## config.mk

```make
export PLATFORM = sky130hd
export DESIGN_NAME = program_loader
export DESIGN_NICKNAME = d
export VERILOG_FILES = /design/src/rtl/loader_pkg.sv /design/src/rtl/program_loader.sv
export SDC_FILE = /design/constraint.sdc
export NUM_CORES = 1
export LEC_CHECK = 0
export ABC_AREA = 1
export CAP_MARGIN = 20
export CORE_MARGIN = 5
export CORE_UTILIZATION = 45
export CTS_CLUSTER_DIAMETER = 150
export CTS_CLUSTER_SIZE = 25
export DETAILED_ROUTE_END_ITERATION = 8
export HOLD_SLACK_MARGIN = 0.02
export PLACE_DENSITY = 0.69
export SLEW_MARGIN = 20
export SYNTH_ARGS = -nofsm -noshare
export SYNTH_HDL_FRONTEND = slang
export SYNTH_SLANG_ARGS = --single-unit
```

## constraint.sdc

```tcl
create_clock -name clk -period 1.8 [get_ports clk]
set_input_delay 0.27 -clock clk [delete_from_list [all_inputs] [get_ports clk]]
set_output_delay 0.27 -clock clk [all_outputs]
set_load 0.02 [all_outputs]
```

## src/rtl/loader_pkg.sv

```systemverilog
// Shared definitions for the byte-stream program loader: FSM encodings and frame limits.
package loader_pkg;

  localparam int MAX_LEN = 16;
  // One extra bit so a count of MAX_LEN is representable without wrapping to zero.
  localparam int CNT_W   = $clog2(MAX_LEN) + 1;

  typedef logic [2:0] state_t;

  localparam logic [2:0] S_IDLE  = 3'd0;
  localparam logic [2:0] S_LEN   = 3'd1;
  localparam logic [2:0] S_LOAD  = 3'd2;
  localparam logic [2:0] S_CHECK = 3'd3;
  localparam logic [2:0] S_RUN   = 3'd4;
  localparam logic [2:0] S_ERR   = 3'd5;

  function automatic logic len_ok(input logic [7:0] b);
    return (b != 8'd0) && (b <= 8'(MAX_LEN));
  endfunction

endpackage

```

## src/rtl/program_loader.sv

```systemverilog
// Accepts a LEN/payload/CSUM frame, writes the payload into instruction memory,
// and hands memory to the controller (op) when the checksum matches.
//
// state | meaning
// IDLE  | waiting for start, no bytes accepted
// LEN   | expecting the length byte
// LOAD  | streaming payload bytes into memory
// CHECK | expecting the checksum byte
// RUN   | frame good, controller owns memory
// ERR   | frame rejected, error held
module program_loader
  import loader_pkg::*;
#(
  parameter int DATA_W = 8,
  parameter int ADDR_W = 4
) (
  input  logic              clk,
  input  logic              reset,
  input  logic              start,
  input  logic              in_valid,
  input  logic [DATA_W-1:0] in_data,
  output logic              in_ready,
  output logic [ADDR_W-1:0] user_address,
  output logic [DATA_W-1:0] data_in,
  output logic              write_memory,
  output logic              op,
  output logic              busy,
  output logic              error
);

  state_t             state;
  logic [CNT_W-1:0]   len;
  logic [CNT_W-1:0]   cnt;
  logic [DATA_W-1:0]  sum;
  logic               xfer;
  logic [CNT_W-1:0]   cnt_nxt;

  assign in_ready = (state == S_LEN) || (state == S_LOAD) || (state == S_CHECK);
  assign busy     = in_ready;
  // start takes priority over any byte presented in the same cycle.
  assign xfer     = in_valid && in_ready && !start;
  assign cnt_nxt  = cnt + CNT_W'(1);

  always_ff @(posedge clk or posedge reset) begin
    if (reset) begin
      state        <= S_IDLE;
      len          <= '0;
      cnt          <= '0;
      sum          <= '0;
      user_address <= '0;
      data_in      <= '0;
      write_memory <= 1'b0;
      op           <= 1'b0;
      error        <= 1'b0;
    end else begin
      write_memory <= 1'b0;
      if (start) begin
        state <= S_LEN;
        cnt   <= '0;
        sum   <= '0;
        op    <= 1'b0;
        error <= 1'b0;
      end else begin
        case (state)
          S_LEN: begin
            if (xfer) begin
              if (len_ok(8'(in_data))) begin
                len   <= CNT_W'(in_data);
                cnt   <= '0;
                sum   <= '0;
                state <= S_LOAD;
              end else begin
                error <= 1'b1;
                state <= S_ERR;
              end
            end
          end
          S_LOAD: begin
            if (xfer) begin
              data_in      <= in_data;
              user_address <= cnt[ADDR_W-1:0];
              write_memory <= 1'b1;
              sum          <= sum + in_data;
              cnt          <= cnt_nxt;
              if (cnt_nxt == len) state <= S_CHECK;
            end
          end
          S_CHECK: begin
            if (xfer) begin
              if (in_data == sum) begin
                op    <= 1'b1;
                state <= S_RUN;
              end else begin
                error <= 1'b1;
                state <= S_ERR;
              end
            end
          end
          S_RUN:   state <= S_RUN;
          S_ERR:   state <= S_ERR;
          default: state <= S_IDLE;
        endcase
      end
    end
  end

endmodule

```

==> impl_metrics.json, run 1 <==
{
  "synthTopCellsByArea": "dfrtp_1, nand2_1, inv_1, ha_1, o21ai_1",
  "fin_skew_ns": 0.00401,
  "syn-num-nets": 282,
  "fin_nets": 341,
  "yosysSeqAreaShare": 0.439,
  "grt_usage": 0.168,
  "power_density_nw_per_um2": 1130,
  "htreeDepth": 2,
  "syn-cell-area_sq_um": 2050,
  "grt_util_met1": 0.206,
  "drt-pass1-iter-count": 4,
  "cp_max_fo": 5,
  "final_area_sq_um": 2750,
  "grtUsageMet2": 0.290,
  "grt_max_degree": 37,
  "yosysTopAreaCellShare": 0.439,
  "leakagePower_nw": 1.40,
  "register_area_sq_um": 901,
  "root_buffer": "clkbuf_8",
  "tns_ns": 0,
  "antenna_found_initial": 0,
  "multi_input_area_sq_um": 957,
  "portBuffers": 28,
  "crit_type": "in -> reg",
  "drive_above_1_share": 0.171,
  "status": "complete, no violations",
  "postCtsHoldBufs": 0,
  "arrival_ns": 1.81,
  "grt_first_pass_wirelength_microns": 8270,
  "via_per_inst": 4.90,
  "synthCells": 261,
  "reg2reg_slack_ns": 0.23,
  "die_x_microns": 77.5,
  "core_sq_um": 4380,
  "cts_buffer_depth": 2,
  "r2r-end": "sum[4]$_DFFE_PP0P_",
  "yosys_register_bits": 36,
  "die_h_microns": 77.5,
  "final_max_slew_viol_count": 0,
  "cts_buffers": 5,
  "hold_viol": 0,
  "drv_cap": 0,
  "synth_top_area_cell": "dfrtp_1",
  "overflow": 0,
  "ff2ff_path_depth": 5,
  "layout.cells.non_filler": 373,
  "via_count": 1827,
  "routabilityCongestion": 0.864,
  "worstHoldPathCells": 3,
  "slew_headroom": 0.688,
  "fin_crit_ns": 1.62,
  "syn2layout_area_growth_pct": 33.8,
  "startpoint_type": "input port",
  "dieArea_sq_um": 6010,
  "drt.antenna.violating_nets": 0,
  "synth_cell_type_count": 34,
  "crit-reg2reg-launch": "sum[0]$_DFFE_PP0P_",
  "required_ns": 1.99,
  "wl_microns": 4660,
  "pin_count": 29,
  "cts_tree": "built",
  "placed_cell_area_sq_um": 2580,
  "busiest_layer": "met2",
  "placed_cells": 365,
  "max_freq_ghz": 0.618,
  "min_path_type": "in -> reg",
  "end_kind": "flip-flop",
  "clkTransAtPathRegs_ns": 0.07,
  "nFillCells": 402,
  "rsz0062_at_grt": "false",
  "num_rows": 24,
  "initial_utilization": 0.468,
  "drt_iter0_markers": 48,
  "wl_per_cell_microns": 12.5,
  "avgSynthCellArea_sq_um": 7.86,
  "holdCritStartpoint": "in_data[1]",
  "use_met3": 0.0417,
  "whs_ns": 0.375,
  "worstMarginPinSlew_ns": 0.467,
  "diodes": 0,
  "fin_crit_sh": 0.900,
  "clock-sinks": 36,
  "insertion_delay_ns": 0.29,
  "dp_hpwl_microns": 3560,
  "vdd_drop_max_mv": 0.653,
  "drc_errors": 0,
  "setup_viol": 0,
  "grt_pass1_vias": 1827,
  "hold_path_end": "data_in[1]$_DFFE_PP0P_",
  "yosysWarnings": 0
}
-- registers in the layout (all words and copies together) (netlist names) --
| name | cells |
|---|---|
| error | 1 |
| op | 1 |
| state | 3 |
| cnt | 5 |
| user_address | 4 |
| len | 5 |
| data_in | 8 |
| sum | 8 |
| write_memory | 1 |
-- worst max path at each step --
stage                            to                from  slack (ns)
2_1_floorplan    sum[4]$_DFFE_PP0P_  sum[0]$_DFFE_PP0P_        0.30
5_1_grt        state[0]$_DFFE_PP0P_          in_data[2]       0.009
3_3_place_gp   state[0]$_DFFE_PP0P_          in_data[2]       -0.13
4_1_cts        state[0]$_DFFE_PP0P_          in_data[2]        0.11
6_report       state[0]$_DFFE_PP0P_          in_data[2]        0.18
3_5_place_dp   state[0]$_DFFE_PP0P_          in_data[2]       -0.20
-- cell usage after synthesis, drive strengths merged --
| cell type | count |
|---|---|
| fa | 1 |
| nand4 | 6 |
| o21ai | 27 |
| a21oi | 7 |
| xnor2 | 2 |
| o31ai | 1 |
| o22ai | 2 |
| o21a | 1 |
| nand3b | 1 |
| inv | 43 |
| a31oi | 2 |
| dfrtp | 36 |
| xor2 | 2 |
| a21boi | 1 |
| a31o | 1 |
| o211ai | 1 |
| a21o | 1 |
| nor3 | 3 |
| nand2 | 80 |
| o21bai | 1 |
| ha | 8 |
| buf | 4 |
| nor2 | 16 |
| nand3 | 14 |
-- critical path, stage by stage --
cell	delay (ns)
clkdlybuf4s50_1	0.43
ha_1	0.39
nor3_2	0.22
nand3_1	0.11
a21boi_0	0.17
nand3_1	0.09
nand3_1	0.09
nand2_1	0.05
-- metal layers --
layer	wire, microns	vias up	share of wire
met5	0	-	0
met4	80	0	0.017
met3	210	8	0.045
met2	2270	32	0.49
met1	2100	833	0.45
li1	-	954	-
-- cell families (layout without fill, tap and decap cells) --
kind of cell	count (synthesis)	in the layout	share of synthesized area
AND/OR/NAND/NOR	120	120	0.257
XOR/XNOR	4	4	0.0171
adder cells (fa/ha/maj)	9	9	0.0585
flip-flops	36	36	0.439
AO/OA/AOI/OAI	45	45	0.131
buffers and inverters	47	107	0.0970
-- cells in the final DEF (no fill, tap or decap), types with 3 or more instances in the layout --
cell type        count
a21oi_1              6
buf_4               27
bufinv_16            3
clkbuf_8             5
clkdlybuf4s50_1     25
dfrtp_1             36
ha_1                 8
inv_1               38
inv_2                5
nand2_1             77
nand3_1             13
nand4_1              6
nor2_1              12
o21ai_0              9
o21ai_1             17
-- stage by stage --
step	utilization	setup slack, ns	total power [W]
2_1_floorplan	-	0.296	0.00173
3_3_place_gp	0.589	-0.128	0.00214
3_5_place_dp	0.589	-0.200	0.00215
4_1_cts	0.625	0.108	0.00314
5_1_grt	0.626	0.00905	0.00332
6_report	0.626	0.181	0.00312
-- cell type report --
type / count / share of cell area
Clock buffer: 5 / 0.0251
Clock inverter: 3 / 0.0328
Inverter: 43 / 0.0588
Multi-Input combinational cell: 178 / 0.349
Sequential cell: 36 / 0.328
Tap cell: 52 / 0.0237
Timing Repair Buffer: 56 / 0.183
-- report_power, final --
| part | switching [W] | internal [W] |
|---|---|---|
| Clock | 0.000307 | 0.000693 |
| Sequential | 0.000106 | 0.000945 |
| Combinational | 0.000606 | 0.000459 |
| Total | 0.00102 | 0.00210 |
-- repair_timing --
action / CTS / global route
endpoints found under the setup margin: 2 / 1
hold endpoints to repair: 0 / 0
buffers inserted: 0 / 0
resized for setup: 2 / 2
No activity file was read; power rests on OpenSTA's default activity.
==> run 2, diff against run 1 <==
--- a/config.mk
+++ b/config.mk
@@ -9,7 +9,7 @@
 export CAP_MARGIN = 20
 export CORE_MARGIN = 5
 export CORE_UTILIZATION = 45
-export CTS_CLUSTER_DIAMETER = 150
+export CTS_CLUSTER_DIAMETER = 100
 export CTS_CLUSTER_SIZE = 25
 export DETAILED_ROUTE_END_ITERATION = 8
 export HOLD_SLACK_MARGIN = 0.02
==> results of run 2 <==
No change in the layout: final DEF, timing and power equal those of run 1.
==> run 3, diff against run 2 <==
--- a/config.mk
+++ b/config.mk
@@ -7,13 +7,15 @@
 export LEC_CHECK = 0
 export ABC_AREA = 1
 export CAP_MARGIN = 20
+export CELL_PAD_IN_SITES_DETAIL_PLACEMENT = 0
+export CELL_PAD_IN_SITES_GLOBAL_PLACEMENT = 1
 export CORE_MARGIN = 5
-export CORE_UTILIZATION = 45
+export CORE_UTILIZATION = 40
 export CTS_CLUSTER_DIAMETER = 100
 export CTS_CLUSTER_SIZE = 25
 export DETAILED_ROUTE_END_ITERATION = 8
 export HOLD_SLACK_MARGIN = 0.02
-export PLACE_DENSITY = 0.69
+export PLACE_DENSITY = 0.8
 export SLEW_MARGIN = 20
 export SYNTH_ARGS = -nofsm -noshare
 export SYNTH_HDL_FRONTEND = slang
==> constraint.sdc (replaced) <==
create_clock -name clk -period 1.8 [get_ports clk]
set_input_delay 0.27 -clock clk [delete_from_list [all_inputs] [get_ports clk]]
set_output_delay 0.27 -clock clk [all_outputs]
set_load 0.1 [all_outputs]
==> impl_metrics.json, run 3 (same netlist as run 1, synthesis figures left out) <==
{
  "status": "complete, no violations",
  "die_x_microns": 81.6,
  "layout.cells.non_filler": 389,
  "diodes": 0,
  "leakagePower_nw": 1.41,
  "end_kind": "flip-flop",
  "grtUsageMet2": 0.272,
  "clock-sinks": 36,
  "startpoint_type": "input port",
  "drv_cap": 0,
  "root_buffer": "clkbuf_8",
  "antenna_found_initial": 0,
  "power_density_nw_per_um2": 1290,
  "drt.antenna.violating_nets": 0,
  "fin_skew_ns": 0.00589,
  "crit_type": "in -> reg",
  "layout_common_cells": "nand2_1, inv_1, buf_4",
  "die_h_microns": 81.6,
  "arrival_ns": 1.89,
  "nFillCells": 509,
  "busiest_layer": "met2",
  "num_rows": 26,
  "drt-pass1-iter-count": 5,
  "cp_slowest_cell": "clkdlybuf4s50_1",
  "final_max_slew_viol_count": 0,
  "required_ns": 2.02,
  "drc_errors": 0,
  "final_area_sq_um": 2730,
  "postCtsHoldBufs": 0,
  "critPathTopFamily": "buffers and inverters",
  "fin_crit_sh": 0.928,
  "whs_ns": 0.359,
  "cts_buffer_depth": 2,
  "grt_first_pass_wirelength_microns": 8370,
  "drive_above_1_share": 0.219,
  "syn2layout_area_growth_pct": 33.0,
  "grt_usage": 0.162,
  "initial_utilization": 0.407,
  "overflow": 0,
  "htreeDepth": 2,
  "crit_buf_inv": 2,
  "fin_nets": 339,
  "cp_max_fo": 5,
  "dieArea_sq_um": 6660,
  "worstMarginPinSlew_ns": 0.465,
  "grt_util_met1": 0.203,
  "wl_per_cell_microns": 12.0,
  "max_freq_ghz": 0.599,
  "grt_max_degree": 37,
  "via_per_inst": 4.74,
  "via_count": 1844,
  "cts_buffers": 5,
  "insertion_delay_ns": 0.29,
  "hold_viol": 0,
  "placed_cell_area_sq_um": 2610,
  "crit_chain": "clkdlybuf4s50_1 -> ha_1 -> buf_4 -> nand3_1 -> nand3_1 -> a31o_2 -> nand2_1 -> nand2_1 -> o21ai_1",
  "dp_hpwl_microns": 3600,
  "drt_iter0_markers": 74,
  "grt_pass1_vias": 1875,
  "fin_crit_ns": 1.67,
  "pin_count": 29,
  "final_common_cell": "nand2_1",
  "use_met3": 0.0417,
  "min_path_type": "in -> reg",
  "wl_microns": 4670,
  "reg_top3": "data_in: 8 flops, sum: 8 flops",
  "portBuffers": 28,
  "max_stage_delay_ns": 0.44,
  "setup_viol": 0,
  "cts_tree": "built",
  "routabilityCongestion": 0.909,
  "placed_cells": 381,
  "clkTransAtPathRegs_ns": 0.08,
  "rsz0062_at_grt": "false",
  "slew_headroom": 0.690,
  "vdd_drop_max_mv": 0.637,
  "core_sq_um": 5040
}
[run 3: metrics by stage]
step	power (W)	setup WS, ns	setup TNS, ns	util
after global placement	0.00282	-0.188	-1.51	0.518
after floorplan	0.00231	0.170	0	-
after detailed placement	0.00283	-0.209	-1.76	0.518
after CTS	0.00356	0.0900	0	0.540
after global routing	0.00373	0.0177	0	0.541
final	0.00353	0.129	0	0.541
[run 3: cell type report]
cell class	instances	area [sq um]	share of cell area
Multi-Input combinational cell	178	957	0.351
Tap cell	70	87.6	0.0321
Clock inverter	3	42.5	0.0156
Clock buffer	5	68.8	0.0252
Timing Repair Buffer	54	510	0.187
Inverter	43	161	0.0591
Sequential cell	36	901	0.330
[run 3: where the power goes]
group	switching [W]	internal, W
clock network	0.000311	0.000410
registers	0.000108	0.000945
logic	0.00122	0.000538
[run 3: final timing paths]
path | start | end | slack [ns] | cells past startpoint
max in group asynchronous | reset | data_in[6]$_DFFE_PP0P_ | 1.07 | 3
min in group asynchronous | reset | user_address[2]$_DFFE_PP0P_ | 0.39 | 3
setup reg to reg | sum[2]$_DFFE_PP0P_ | sum[5]$_DFFE_PP0P_ | 0.20 | 8
hold reg to reg | data_in[6]$_DFFE_PP0P_ | data_in[6]$_DFFE_PP0P_ | 0.48 | 2
setup / recovery | in_data[2] | sum[5]$_DFFE_PP0P_ | 0.13 | 9
hold / removal | in_data[1] | data_in[1]$_DFFE_PP0P_ | 0.36 | 3
[run 3: worst register-to-register path, cell delays in order (launching register included)]
cell     delay (ns)
dfrtp_1        0.38
ha_1           0.31
buf_4          0.17
nand3_1        0.08
nand3_1        0.14
a31o_2         0.25
nand2_1        0.05
nand2_1        0.04
o21ai_1        0.10
[run 3: repair_timing]
| item | in CTS | in global routing |
|---|---|---|
| buffers inserted | 0 | 0 |
| resized for setup | 0 | 2 |
| endpoints found under the setup margin | 0 | 2 |
| endpoints found under the hold margin | 0 | 0 |
[run 3: routing by layer]
metal  share of wire  up-vias
li1                -      952
met1            0.47      866
met2            0.49       24
met3           0.031        2
met4          0.0064        0
met5               0        -
==> RTL change 1 (flow settings as in run 3) <==
Put one more register stage on the output `error`. The value now appears one clock later. The other outputs are not delayed to match.
--- a/src/rtl/program_loader.sv
+++ b/src/rtl/program_loader.sv
@@ -28,6 +28,8 @@
   output logic              error
 );
 
+  logic error_s0;
+
   state_t             state;
   logic [CNT_W-1:0]   len;
   logic [CNT_W-1:0]   cnt;
@@ -51,7 +53,7 @@
       data_in      <= '0;
       write_memory <= 1'b0;
       op           <= 1'b0;
-      error        <= 1'b0;
+      error_s0     <= 1'b0;
     end else begin
       write_memory <= 1'b0;
       if (start) begin
@@ -59,7 +61,7 @@
         cnt   <= '0;
         sum   <= '0;
         op    <= 1'b0;
-        error <= 1'b0;
+        error_s0 <= 1'b0;
       end else begin
         case (state)
           S_LEN: begin
@@ -70,7 +72,7 @@
                 sum   <= '0;
                 state <= S_LOAD;
               end else begin
-                error <= 1'b1;
+                error_s0 <= 1'b1;
                 state <= S_ERR;
               end
             end
@@ -91,7 +93,7 @@
                 op    <= 1'b1;
                 state <= S_RUN;
               end else begin
-                error <= 1'b1;
+                error_s0 <= 1'b1;
                 state <= S_ERR;
               end
             end
@@ -104,5 +106,9 @@
     end
   end
 
+  always_ff @(posedge clk) begin
+    error <= error_s0;
+  end
+
 endmodule
 
Check against the original RTL: not equivalent (a bounded check fails within 4 cycles, from zero or initial values and one cycle with reset high).
==> RTL change 1 against run 3 <==
Die area is 0.85% higher; non-clock buffer count is 1 higher; total power is 3.8% lower; combinational power hardly changed; routed wire length is 0.15% higher; area after synthesis is 0.98% higher; count of clock-buffer cells in the layout is 1 higher; sequential cell count is 1 higher; setup slack better by 0.027 ns; via count is 1.1% lower; critical path depth is 3 lower; design area hardly changed; first-iteration DRC count is 27% lower; largest cell class unchanged; highest routed layer unchanged.
==> RTL change 1: results <==
[outcome]
status = "finished, final reports clean"

[global_routing]
grt_max_degree = 37
grt_pass1_wl_mm = 8.31
grt_use_total_pct = 16.2
antenna_found_initial = 0
grt_pass1_vias = 1866

[drt]
dr.pass1.iters = 4
vias_per_cell = 4.66
dr.first_iter.drc_count = 54
post_drt_wl_per_cell_um = 12.0

[timing]
timing.hold.ws_ns = 0.382
clock_skew_ns = 0.00386
tightest_slew_ns = 0.457

[critical_path]
slowest_stage = "clkdlybuf4s50_1"
cp.arrival_ns = 1.80
crit_fanout = 3
ff2ff_setup_slack_ns = 0.22

[clock_network]
cts_setup_buffers = 0
clock_path_buffers = 2
worstSkewPairLatency_ns = 0.28
root_buffer = "clkbuf_8"
numCtsBuffers = 5
cts_resized = 0
htreeDepth = 2

[power_and_ir_drop]
switchingPower_uw = 1610
ir_worst_vdd_uv = 711
switching_share_pct = 47.4
combPwrFrac_pct = 51.4
power_leakage_uw = 0.00141

[synthesis]
ys_seq_area_share_pct = 44.4
dominantRegCellSynth = "dfrtp_1"
synth_area_leaders = "dfrtp_1, nand2_1, inv_1"
synth_nets = 283
synthArstFlopShare_pct = 97.3
ys_types = 35
synthTopCellsByCount = "nand2_1, inv_1, dfrtp_1"

[layout]
layout-drive-gt1-share_pct = 22.1
top_regs = "data_in x8, sum x8"
nets = 341
antenna_cells = 0

[hold_path]
min_path_type = "reg2reg"

[place]
gp_congestion = 0.887
dp_hpwl_mm = 3.69
place_area_um2 = 2640
portBuffers = 28
==> RTL change 1: cell count changes after synthesis <==
cell | run 3 | this run
dfxtp_1 | 0 | 1
==> RTL change 1: metal layers <==
metal,GRT usage [%],vias to the layer above,routed length [µm]
met4,6.31,0,79
met1,19.7,829,2180
met2,27.4,28,2260
met5,0,-,0
li1,-,958,-
met3,3.95,8,152
==> RTL change 1: logic make-up (layout without fill, tap and decap cells) <==
group           after synthesis  in the layout  synth area share (%)
flops                        37             37                  44.4
buf+inv                      47            106                  9.60
fa+ha+maj                     9              9                  5.80
xor+xnor                      4              4                  1.69
simple gates                120            120                  25.5
compound gates               45             45                  13.0
==> RTL change 1: final cells by class <==
cell class / instances / area (µm²)
sequential: 37 / 921
clock buffer: 6 / 72.6
inverter: 43 / 161
fill: 509 / 2340
timing repair buffer: 55 / 518
clock inverter: 2 / 10.0
multi-input combinational: 178 / 960
tap: 70 / 87.6
==> RTL change 1: path summary, 6_finish.rpt <==
path | startpoint | end | cells past startpoint
worst max-delay path | in_data[0] | sum[4] | 6
worst min-delay path | error_s0 | error | 0
worst max register to register | sum[0] | sum[4] | 5
worst min register to register | error_s0 | error | 0
max in group asynchronous | reset | state[0] | 3
min in group asynchronous | reset | sum[2] | 3
==> RTL change 1: worst max-delay path, delay by kind of cell <==
family,cells,cell delay (ns)
xor gates and xnor gates,1,0.15
buffers and inverters,1,0.43
AOI/OAI and AO/OA,2,0.30
adders and majority gates,2,0.66
==> RTL change 1: per-stage QoR <==
step	setup TNS, ns	util [%]	cells	setup slack (ns)
2_1_floorplan	0	-	262	0.170
3_5_place_dp	-1.15	52.0	383	-0.201
6_report	0	53.8	391	0.156
5_1_grt	0	53.8	391	0.0152
3_3_place_gp	-0.929	52.0	383	-0.133
4_1_cts	0	53.6	391	0.107
==> RTL change 2 (flow settings as in run 3) <==
Without the edit above. Set the parameter `ADDR_W` to 2 (it was 4).
--- a/src/rtl/program_loader.sv
+++ b/src/rtl/program_loader.sv
@@ -12,7 +12,7 @@
   import loader_pkg::*;
 #(
   parameter int DATA_W = 8,
-  parameter int ADDR_W = 4
+  parameter int ADDR_W = 2
 ) (
   input  logic              clk,
   input  logic              reset,
Ports: changed (resized user_address); port bits go from 29 to 27. The function was not compared with the original's and may differ.
==> RTL change 2 against run 3 <==
Total power down 25%; critical endpoint is now in_ready; sequential cell count down 2; largest power group unchanged; routed wire length down 3.5%; critical path depth down 6; setup slack worse by 0.046 ns; first-iteration DRC count up 49%; highest routed layer unchanged; area after synthesis down 4.6%; critical path type is now reg2out; design area down 5.3%; non-clock buffer count down 1; combinational power down 35%; largest cell class unchanged.
==> RTL change 2: results <==
[outcome]
status = "finished, final reports clean"

[drt]
post_drt_wl_per_cell_um = 12.1
dr.pass1.iters = 4
dr.first_iter.drc_count = 110
met2_length_mm = 2.22
m1WireLength_mm = 2.10

[critical_path]
cp.arrival_ns = 1.45
slowest_stage = "dfrtp_1"
timing.rr.start = "state[1]"
cp-startpoint = "state[1]"

[global_routing]
grt_use_total_pct = 15.9
grt_pass1_wl_mm = 7.94

[place]
dp_worst_setup_slack_ns = -0.211
gp_congestion = 0.829
portBuffers = 26
dp_cells = 364

[synthesis]
syn_area_per_cell_um2 = 7.89
synthXorXnorAreaFrac_pct = 1.79
synth_compound_area_share_pct = 10.8
ys_seq_area_share_pct = 43.5
synthTopCellsByCount = "nand2_1, dfrtp_1, inv_1"
synthAdderAreaFrac_pct = 6.14
synth_area_leaders = "dfrtp_1, nand2_1, nand3_1"

[timing]
relSlewSlack_pct = 70.4

[layout]
layoutNonFillerInstCount = 372

[hold_path]
min_path_type = "in2async"
==> RTL change 2: changes by cell type after synthesis, moves of 4 or more <==
cell | run 3 | this run
nand3_1 | 13 | 23
nand2_1 | 77 | 71
inv_1 | 38 | 28
o21ai_0 | 9 | 3
nand2_2 | 2 | 7
o21ai_2 | 1 | 5
==> RTL change 2: cell type report <==
type	instances	area (µm²)	area share, %
Sequential cell	34	851	32.9
Clock inverter	1	5.00	0.194
Clock buffer	7	86.3	3.34
Multi-Input combinational cell	174	953	36.9
Timing Repair Buffer	53	463	17.9
Inverter	36	141	5.47
Tap cell	67	83.8	3.24
==> RTL change 2: report_power, final <==
part	internal, µW	total [µW]	switching [µW]
registers	845	918	73.7
logic	372	1130	758
clock network	309	587	278
total	1530	2640	1110
==> RTL change 2: layer usage <==
metal	up-vias	global-route usage [%]
met5	-	0
met4	0	5.07
met3	8	3.39
met2	22	25.7
met1	814	21.2
li1	915	-
